### src/rtl/pipe_ctrl_pkg.sv
// rtl/pipe_ctrl_pkg.sv - shared types and constants for the pipeline stall/flush sequencer
package pipe_ctrl_pkg;

  typedef enum logic [1:0] {
    RUN         = 2'd0,
    LOAD_BUBBLE = 2'd1,
    MEM_WAIT    = 2'd2,
    REDIRECT    = 2'd3
  } seq_state_t;

  typedef struct packed {
    logic pc_we;
    logic if_de_we;
    logic de_ex_we;
    logic ex_mem_we;
    logic mem_wb_we;
    logic if_de_flush;
    logic de_ex_flush;
    logic mem_wb_flush;
  } stage_ctrl_t;

  localparam int BCNT_W = 3;

  // Canned control words: free-running, reset (everything bubbled) and data-memory wait
  localparam stage_ctrl_t CTRL_RUN   = stage_ctrl_t'(8'b11111_000);
  localparam stage_ctrl_t CTRL_RESET = stage_ctrl_t'(8'b00000_111);
  localparam stage_ctrl_t CTRL_BUSY  = stage_ctrl_t'(8'b00001_001);

  localparam logic [31:0] NOP_INSTR = 32'h0000_0013;

endpackage

### src/rtl/sat_counter.sv
// rtl/sat_counter.sv - saturating event counter with synchronous active-low reset
module sat_counter #(
  parameter int W = 32
) (
  input  logic         CLK,
  input  logic         RST_N,
  input  logic         inc,
  output logic [W-1:0] count
);

  always_ff @(posedge CLK) begin
    if (!RST_N) begin
      count <= '0;
    end else if (inc && (count != {W{1'b1}})) begin
      count <= count + W'(1);
    end
  end

endmodule

### src/rtl/pipeline_sequencer.sv
// rtl/pipeline_sequencer.sv - central stall/flush controller for the 5-stage pipeline
module pipeline_sequencer
  import pipe_ctrl_pkg::*;
#(
  parameter int EXTRA_BUBBLES = 0,
  parameter int CNT_W         = 32
) (
  input  logic             CLK,
  input  logic             RST_N,
  input  logic             lw_stall,
  input  logic             branch_taken,
  input  logic             mem_busy,
  output logic             pc_we,
  output logic             if_de_we,
  output logic             de_ex_we,
  output logic             ex_mem_we,
  output logic             mem_wb_we,
  output logic             if_de_flush,
  output logic             de_ex_flush,
  output logic             mem_wb_flush,
  output logic [CNT_W-1:0] stall_cycles,
  output logic [CNT_W-1:0] flush_events
);

  localparam logic [BCNT_W-1:0] EXTRA_CNT = BCNT_W'(EXTRA_BUBBLES);

  seq_state_t        state, next_state;
  logic [BCNT_W-1:0] bcnt, next_bcnt;
  logic              resume_redirect, next_resume;
  stage_ctrl_t       ctrl;
  logic              stall_inc;
  logic              flush_inc;

  always_ff @(posedge CLK) begin
    if (!RST_N) begin
      state           <= RUN;
      bcnt            <= '0;
      resume_redirect <= 1'b0;
    end else begin
      state           <= next_state;
      bcnt            <= next_bcnt;
      resume_redirect <= next_resume;
    end
  end

  always_comb begin
    ctrl        = CTRL_RUN;
    next_state  = RUN;
    next_bcnt   = bcnt;
    next_resume = resume_redirect;
    flush_inc   = 1'b0;

    if (!RST_N) begin
      ctrl = CTRL_RESET;
    end else if (mem_busy) begin
      // Freeze the front end; MEM/WB takes a bubble each wait cycle so WB never repeats
      ctrl       = CTRL_BUSY;
      next_state = MEM_WAIT;
      if (state == REDIRECT) begin
        next_resume = 1'b1;
      end
    end else if (state == REDIRECT) begin
      // EX holds a bubble here, so any branch_taken is spurious and ignored
      ctrl.if_de_flush = 1'b1;
      if (bcnt <= BCNT_W'(1)) begin
        next_state = RUN;
        next_bcnt  = '0;
      end else begin
        next_state = REDIRECT;
        next_bcnt  = bcnt - BCNT_W'(1);
      end
    end else begin
      next_resume = 1'b0;
      if (branch_taken) begin
        ctrl.if_de_flush = 1'b1;
        ctrl.de_ex_flush = 1'b1;
        flush_inc        = 1'b1;
        if (EXTRA_BUBBLES > 0) begin
          next_state = REDIRECT;
          next_bcnt  = EXTRA_CNT;
        end
      end else if (lw_stall && (state != LOAD_BUBBLE)) begin
        ctrl.pc_we       = 1'b0;
        ctrl.if_de_we    = 1'b0;
        ctrl.de_ex_flush = 1'b1;
        next_state       = LOAD_BUBBLE;
      end
      // A redirect interrupted by a memory wait picks up where it left off
      if ((state == MEM_WAIT) && resume_redirect && !branch_taken) begin
        next_state = REDIRECT;
      end
    end
  end

  assign stall_inc = RST_N && !ctrl.pc_we;

  assign pc_we        = ctrl.pc_we;
  assign if_de_we     = ctrl.if_de_we;
  assign de_ex_we     = ctrl.de_ex_we;
  assign ex_mem_we    = ctrl.ex_mem_we;
  assign mem_wb_we    = ctrl.mem_wb_we;
  assign if_de_flush  = ctrl.if_de_flush;
  assign de_ex_flush  = ctrl.de_ex_flush;
  assign mem_wb_flush = ctrl.mem_wb_flush;

  sat_counter #(.W(CNT_W)) u_stall_cnt (
    .CLK   (CLK),
    .RST_N (RST_N),
    .inc   (stall_inc),
    .count (stall_cycles)
  );

  sat_counter #(.W(CNT_W)) u_flush_cnt (
    .CLK   (CLK),
    .RST_N (RST_N),
    .inc   (flush_inc),
    .count (flush_events)
  );

endmodule

### config.mk
export PLATFORM = sky130hd
export DESIGN_NAME = pipeline_sequencer
export DESIGN_NICKNAME = d
export VERILOG_FILES = /design/src/rtl/pipe_ctrl_pkg.sv /design/src/rtl/sat_counter.sv /design/src/rtl/pipeline_sequencer.sv
export SDC_FILE = /design/constraint.sdc
export NUM_CORES = 1
export LEC_CHECK = 0
export BUFFER_PORTS_ARGS = -buffer_cell sky130_fd_sc_hd__buf_2
export CORE_ASPECT_RATIO = 0.9
export CORE_UTILIZATION = 50
export DETAILED_ROUTE_END_ITERATION = 7
export PLACE_DENSITY = 0.77
export SLEW_MARGIN = 20
export SYNTH_ARGS = -nofsm -noshare
export SYNTH_HDL_FRONTEND = slang
export SYNTH_SLANG_ARGS = --single-unit
### constraint.sdc
create_clock -name CLK -period 2 [get_ports CLK]
set_input_delay 0.1 -clock CLK [delete_from_list [all_inputs] [get_ports CLK]]
set_output_delay 0.1 -clock CLK [all_outputs]
set_load 0.1 [all_outputs]
Word level (Yosys, flattened, before mapping)
Index checks and enable logic that the tools add are counted.
- add/subtract/negate cells: 3
- $lt $le $gt $ge: 1
- equal/unequal tests: 7
- muxes and demuxes: 26
- bitwise gates (word level): 2
- reductions and logical operators: 11
- operators with widths (kind ; number):
    $add 32x1->32 const B ; 2
    $ne 32x32->1 const B ; 2
    $mux 2 ; 9
    $mux 1 ; 14
    $mux 8 ; 1
    $logic_and 1x1->1 ; 6
    $mux 3 ; 2
    $eq 2x2->1 const B ; 2
    $ne 2x1->1 const B ; 2
    $reduce_and 2->1 ; 2
    $le 3x1->1 const B ; 1
    $sub 3x1->3 const B ; 1
    $logic_not 1->1 ; 2
    $ne 2x2->1 const B ; 1
    $not 1->1 ; 2
    $reduce_or 2->1 ; 1
- flip-flop bits (word level): 70
- bits of input ports: 5
- logic and storage cells: 56

Logic depth before layout (Yosys ltp)
Gate-level depths: netlist of the first run.
- word-level depth: 10
- mapped depth: 9
- depth with buffers taken out: 6

By module
A second synthesis of the first run with hierarchy kept.
- cell total of the unflattened synthesis: 449
- area, all modules: 3801.1 um^2
- modules (own cells, without submodules) (module ; times used ; cells each ; area an instance (um^2) ; sequential area each (um^2)):
    sat_counter ; 2 ; 200 ; 1704.1 ; 640.6
    pipeline_sequencer ; 1 ; 49 ; 392.9 ; 120.1

Least setup slack after synthesis of the first run
OpenSTA, ideal clock, no wires.
- kind: reg2reg
- from: register u_flush_cnt.count[0]
- to: register u_flush_cnt.count[31]
- data arrival time: 2829 ps
- slack: -944 ps
- cell stages (with the launch flop): 8
- period minus slack after synthesis: 2944 ps
- cell sequence: dfxtp_1 ha_1 nand2_1 or4_1 o31ai_4 buf_2 nor4_1 o21a_1
- word-level cells in the longest chain between the ends: 2
- elaborated cells between the ends (all ways): 3
- ends and longest elaborated chain (what ; line ; text):
    start, declared ; sat_counter.sv:8 ; output logic [W-1:0] count
    start signal, assigned ; sat_counter.sv:15 ; count <= count + W'(1);
    parallel branches: the longest is 2 deep, another holds $add 32x1->32 ; -- ;
Several ways; the timed one is not identified.
A chain may end at the register's enable or synchronous reset.

Worst setup path after layout of the first run
- from: register u_flush_cnt.count[0]
- to: register u_flush_cnt.count[20]
The elaborated chain is that of the path after synthesis.

==> reports/metrics.csv, run 1 <==
stage,metric,value,unit
status,status,completed,
routing,drt initial violations,283,
die,Starting Density,52.2,%
worst_setup_path,CP Max Fanout,6,
timing,Max Slew Vio Count,0,
die,FP Rows,29,
placed_design,IO Port Bufs,76,
routing,drc violations,0,
worst_setup_path,crit path to,u_flush_cnt.count[20],
timing,unrepaired setup endpoints after global routing,true,
synthesis,post-synth design cell area,3730,µm²
synthesis,share of the synthesized area in the top cell type,37.5,%
die,IO Pins,77,
worst_setup_path,Worst Reg-to-Reg Cells,7,
synthesis,Mapped Cells,452,
cts,clk buf depth,2,
cts,CTS buffer count,9,
placed_design,DP HPWL,7500,µm
synthesis,number of flops mapped to enable cells by yosys,0,
routing,WL final,10600,µm
die,Die ar.,7810,µm²
grt,Global Route Usage Sum,27.5,%
die,die width,93.1,µm
cts,number of clock sinks,70,
cells_and_area,layout cells sized above 1,42.0,%
timing,min cycle time layout,1.95,ns
worst_setup_path,reg-to-reg endpoint,u_flush_cnt.count[20],
grt,first-pass GRT wire length,17100,µm
timing,Relative slew margins,66.7,%
synthesis,Yosys warnings,0,
power,Leakage,0.00198,µW
synthesis,Yosys cell types,52,
cells_and_area,Non-Filler Instances,660,
worst_setup_path,worst path arrival time,2.23,ns
cells_and_area,Layout fillers,559,
die,Vert. Die Dim,84.0,µm
worst_setup_path,CP Capture Type,register,
timing,worst slew pin tran,0.493,ns
power,pwr dens,591,nW/µm²
worst_setup_path,CP startpoint kind,register,
grt,antenna violations before repair,0,
cts,"CTS clk-pin slew, worst paths",0.08,ns
cells_and_area,Ant. Diodes,0,
cts,clk root buf,clkbuf_8,
cts,htree depth,3,
worst_setup_path,reg2reg setup slack,0.05,ns
placed_design,placed cells,633,
synthesis,Synth Flop Type,dfxtp_1,
power,peak supply drop,0.711,mV
worst_hold_path,Worst Hold Class,primary input to register,
die,core area,7150,µm²
timing,Clock Skew,0.0111,ns
job,Max Cap Viol,0,
cells_and_area,Synth-to-Final Area Change,37.7,%
worst_setup_path,crit path from,u_flush_cnt.count[0],
cts,CTS tree,yes,
synthesis,Post-synth top cells,"dfxtp_1 (70), nand2_1 (46), a21oi_1 (35)",
timing,highest clock rate,512,MHz
synthesis,Syn Nets,461,
synthesis,Synth Register Bits,70,
worst_setup_path,critical path data required time,2.27,ns
grt,largest net degree at the start of global routing,29,
routing,routed len/inst,16.1,µm
synthesis,synthesized area per cell,8.26,µm²
synthesis,"count leader, synth",dfxtp_1,
routing,Vias,3985,
timing,fin crit share,97.7,%
worst_setup_path,FF-to-FF Start,u_flush_cnt.count[0],
placed_design,gpl congestion,0.875,
routing,Via density,6.04,
routing,"antenna viol nets, final",0,
timing,setup TNS,0,ns
power,Pwr Total,3030,µW
routing,Pre-Repair DR Iteration Count,5,
synthesis,Post-synth ARST share,0,%
grt,"Remaining Overflow, GRT",0,
worst_setup_path,Crit Path Category,register to register,
grt,vias in the first global route,3590,
timing,setup violators final,0,
synthesis,Area contributors post-synth,"dfxtp_1 (38%), a21oi_1 (4.7%), nand2_1 (4.6%)",
synthesis,"Seq/Total Area, Yosys",37.5,%
cts,hold_buf cts,0,
timing,Final Hold Viols,0,
cells_and_area,Nets,571,
synthesis,"area leader, netlist",dfxtp_1,
cts,clk_lat worst skew,0.35,ns
-- stage by stage --
| step | setup WS, ns | util (%) | hold WS, ns | area (µm²) |
|---|---|---|---|---|
| final | 0.0459 | 71.9 | 0.104 | 5140 |
| after floorplan | -0.169 | - | 0.333 | 4110 |
| after detailed placement | -0.00902 | 66.3 | 0.450 | 4740 |
| after global routing | -0.0341 | 71.9 | 0.119 | 5140 |
| after CTS | -0.00328 | 70.0 | 0.0949 | 5000 |
| after global placement | 0.0479 | 66.3 | 0.440 | 4740 |
-- kinds of logic after synthesis --
kind of cell	after synthesis	share of synthesized area, %
AO/OA/AOI/OAI	100	17.4
XOR/XNOR	10	2.35
adder cells (fa/ha/maj)	4	1.34
buffers and inverters	41	5.03
flip-flops	70	37.5
multiplexers	16	4.29
AND/OR/NAND/NOR	211	32.0
-- what timing repair did --
action	in CTS	in global routing
pin swaps	1	10
endpoints found under the setup margin	6	25
buffers inserted	2	9
endpoints found under the hold margin	0	0
resized for setup	2	14
-- metal layers --
metal / GRT usage [%] / wire length, µm
met1: 38.5 / 4930
met2: 41.4 / 4820
met3: 5.56 / 706
met4: 10.1 / 159
met5: 0 / 0
-- critical path, cell delays in order, from the launching register on --
cell	delay, ns
dfxtp_4	0.37
ha_4	0.16
nand2_4	0.07
nor4_4	0.42
nand3_2	0.18
buf_6	0.16
or4_1	0.39
a21oi_1	0.13
-- flip-flops by register name, indices dropped and copies added (netlist names) --
name,flops
state,2
u_flush_cnt.count,32
bcnt,3
u_stall_cnt.count,32
resume_redirect,1
-- layout make-up --
type                    count  area [µm²]  share of cell area, %
flip-flops and latches     70        1620                   31.5
inverters                  15        68.8                   1.34
clock inverters             6         109                   2.12
multi-input cells         341        2310                   45.0
repair buffers            125         785                   15.3
well taps                  93         116                   2.26
clock buffers              10         128                   2.48
-- worst min path at each step --
| stage | startpoint | endpoint | slack [ns] | depth (start not counted) |
|---|---|---|---|---|
| 3_3_place_gp | u_stall_cnt.count[4] | u_stall_cnt.count[4] | 0.44 | 1 |
| 2_1_floorplan | branch_taken | state[0] | 0.33 | 3 |
| 3_5_place_dp | u_stall_cnt.count[4] | u_stall_cnt.count[4] | 0.45 | 1 |
| 5_1_grt | mem_busy | state[1] | 0.12 | 3 |
| 6_report | mem_busy | state[1] | 0.10 | 3 |
| 4_1_cts | mem_busy | state[1] | 0.09 | 3 |
-- layout by cell type (no fill, tap or decap), types with 3 or more instances in the layout --
cell       synthesis  layout
inv_1             14      14
nand2b_1           9       9
nor3_1             6       3
nand3_1           28      25
o21a_1             3       3
and4_1             6       6
nand3_4            1       3
dfxtp_1           70       6
o31ai_1           19      19
xnor2_1            9       9
dfxtp_4            0      55
buf_4              5      44
mux2i_1           16      16
o31a_1             3       3
nor2_1            28      26
o211ai_1           3       3
bufinv_16          0       3
nand4_1           21      21
o21ai_0           18      13
a211oi_1           5       4
o21ai_1            0       4
buf_2              6      76
nand2_1           46      45
or4_1             21      19
buf_6              1       3
and3_1             7       6
and2_1             4       3
or3_1             15      14
a21oi_1           35      34
clkbuf_8           0       9
nor4_1             9       8
dfxtp_2            0       9
-- report_power, final --
part | internal (µW) | switching, µW | leakage (µW) | total, µW
registers | 1340 | 16.4 | 0.000614 | 1350
logic | 64.9 | 230 | 0.00124 | 295
clock network | 829 | 557 | 0.000121 | 1390
total | 2230 | 803 | 0.00198 | 3030
(Power assumes the default switching activity.)
==> run 2, diff against run 1 <==
- CORE_ASPECT_RATIO: 0.9 -> default
==> reports/metrics.csv, run 2 (synthesized netlist as in run 1, its figures left out) <==
stage,metric,value,unit,change
worst_setup_path,CP startpoint kind,register,,
cts,number of clock sinks,70,,unchanged
cells_and_area,largest registers,"u_flush_cnt.count x32, u_stall_cnt.count x32, bcnt x3",,
routing,routed len/inst,15.0,µm,-6.7%
power,clock power share,40.6,%,-5.1 points
job,Max Cap Viol,0,,unchanged
cts,"CTS clk-pin slew, worst paths",0.07,ns,about the same
power,Leakage,0.00194,µW,-1.9%
worst_setup_path,critical path data required time,2.28,ns,about the same
cells_and_area,Final Cell Area,5080,µm²,-1.2%
routing,WL final,10000,µm,-5.6%
timing,Max Slew Vio Count,0,,unchanged
routing,"antenna viol nets, final",0,,unchanged
worst_setup_path,critical path's largest stage delay,0.48,ns,+0.06 ns
power,Pint,2020,µW,-9.6%
power,Sw Ratio,27.3,%,+0.85 points
cts,clk_lat worst skew,0.36,ns,about the same
power,peak supply drop,0.423,mV,-40%
die,core area,7250,µm²,+1.5%
routing,Via density,5.90,,-2.2%
routing,drt initial violations,199,,-30%
placed_design,dpl ws,-0.0207,ns,-0.0116 ns
grt,antenna violations before repair,0,,unchanged
timing,unrepaired setup endpoints after global routing,true,,
grt,vias in the first global route,3607,,+0.47%
placed_design,gpl congestion,0.889,,+1.6%
cts,CTS buffer count,9,,unchanged
routing,Vias,3943,,-1.1%
worst_setup_path,worst path buffer plus inverter count,1,,unchanged
die,FP Rows,31,,+6.9%
die,Vert. Die Dim,88.4,µm,+5.3%
timing,min cycle time layout,1.97,ns,+0.0140 ns
worst_setup_path,CP Capture Type,register,,
placed_design,IO Port Bufs,76,,unchanged
power,pwr dens,547,nW/µm²,-7.4%
cts,hold_buf cts,0,,unchanged
worst_setup_path,Crit Path Category,register to register,,
cts,clk buf depth,2,,unchanged
worst_setup_path,CP Max Fanout,7,,+1
grt,Global Route Usage Sum,26.3,%,-1.2 points
timing,setup TNS,0,ns,unchanged
die,die width,88.4,µm,-5.0%
cells_and_area,layout cells sized above 1,41.5,%,-0.50 points
placed_design,DP HPWL,7300,µm,-2.6%
cells_and_area,Nets,573,,+0.35%
status,status,completed,,
timing,Final Hold Viols,0,,unchanged
timing,Clock Skew,0.0101,ns,-0.00103 ns
timing,fin crit share,98.4,%,+0.70 points
die,Die ar.,7810,µm²,about the same
timing,Relative slew margins,67.2,%,+0.50 points
power,NetSw,759,µW,-5.5%
timing,setup violators final,0,,unchanged
routing,Pre-Repair DR Iteration Count,5,,unchanged
worst_setup_path,reg2reg setup slack,0.03,ns,about the same
worst_hold_path,Worst Hold Class,primary input to register,,
worst_setup_path,worst path arrival time,2.25,ns,+0.02 ns
cts,CTS tree,yes,,
power,combinational fraction of design power,10.7,%,+1.0 points
grt,largest net degree at the start of global routing,28,,-3.4%
die,Starting Density,51.5,%,-0.76 points
cells_and_area,"commonest non-fill, non-tap cell in the layout",buf_2,,
power,Pwr Total,2780,µW,-8.5%
timing,highest clock rate,508,MHz,-0.71%
cells_and_area,most frequent cells in the layout,"buf_2 (76), dfxtp_4 (55), buf_4 (49), nand2_1 (45), a21oi_1 (35)",,
cells_and_area,Layout fillers,587,,+5.0%
timing,worst slew pin tran,0.495,ns,+0.00247 ns
worst_setup_path,CP Cell Sequence,a21bo_4 > nor4_4 > o31ai_4 > buf_4 > or4_1 > a21oi_1,,
timing,setup slack after layout,0.0319,ns,-0.0140 ns
die,IO Pins,77,,unchanged
routing,drc violations,0,,unchanged
worst_setup_path,Critical-path top delay cell,or4_1,,
cts,htree depth,3,,unchanged
cells_and_area,Synth-to-Final Area Change,36.1,%,
worst_setup_path,Crit path max-delay family,simple AND/OR/NAND/NOR gates,,
cells_and_area,Ant. Diodes,0,,unchanged
grt,"Remaining Overflow, GRT",0,,unchanged
grt,first-pass GRT wire length,16100,µm,-5.5%
timing,hold_ws,0.160,ns,+0.0562 ns
placed_design,Post-Place Cell Area,4800,µm²,+1.3%
cts,clk root buf,clkbuf_8,,
power,sequential share of power,48.8,%,+4.2 points
==> run 2: changes by cell type in the layout (fill, tap and decap cells not counted), sizes merged <==
cell	delta
clkbuf	+5
clkinv	-2
buf	+2
inv	-1
bufinv	-2
==> run 2: cell type report <==
type | count | area (µm²) | share of cell area (%)
clock buffers | 15 | 156 | 3.08
clock inverters | 1 | 30.0 | 0.591
inverters | 15 | 68.8 | 1.36
multi-input cells | 341 | 2300 | 45.3
flip-flops and latches | 70 | 1620 | 31.9
well taps | 99 | 124 | 2.44
repair buffers | 127 | 779 | 15.3
==> run 2: repair_timing <==
item	4_1_cts	5_1_grt
setup endpoints to repair	8	21
pin swaps	2	5
setup buffers	3	3
gates resized for setup	3	10
==> run 2: through the flow <==
step	std cells	util [%]
floorplan	452	-
finish	668	70.0
global route	668	70.0
detailed placement	646	66.2
global placement	646	66.2
CTS	665	69.3
==> run 2: final timing paths <==
path,startpoint,end,depth (start not counted)
setup / recovery,state[0],u_flush_cnt.count[17],6
hold / removal,mem_busy,state[1],4
setup reg to reg,state[0],u_flush_cnt.count[17],6
hold reg to reg,u_stall_cnt.count[4],u_stall_cnt.count[4],1
==> run 2: tightest hold or removal path, cell delays in order <==
cell and delay (ns):
buf_2 0.10, buf_4 0.16, a21oi_1 0.05, nor2_1 0.07
==> run 2: power groups by stage <==
stage                     Combinational (µW)  Clock, µW  Sequential [µW]
after detailed placement                 294          0             1390
after floorplan                          159          0             1460
after CTS                                296       1140             1350
final                                    296       1130             1350
after global routing                     316       1190             1350
after global placement                   289          0             1390
==> run 2: per-layer routing <==
layer  vias to the layer above  GRT usage [%]  share of wire [%]
met5                         -              0                  0
met4                         0           13.3                1.9
met3                        15           4.29                4.9
met2                       129           43.7                 49
met1                      1875           33.0                 45
li1                       1924              -                  -
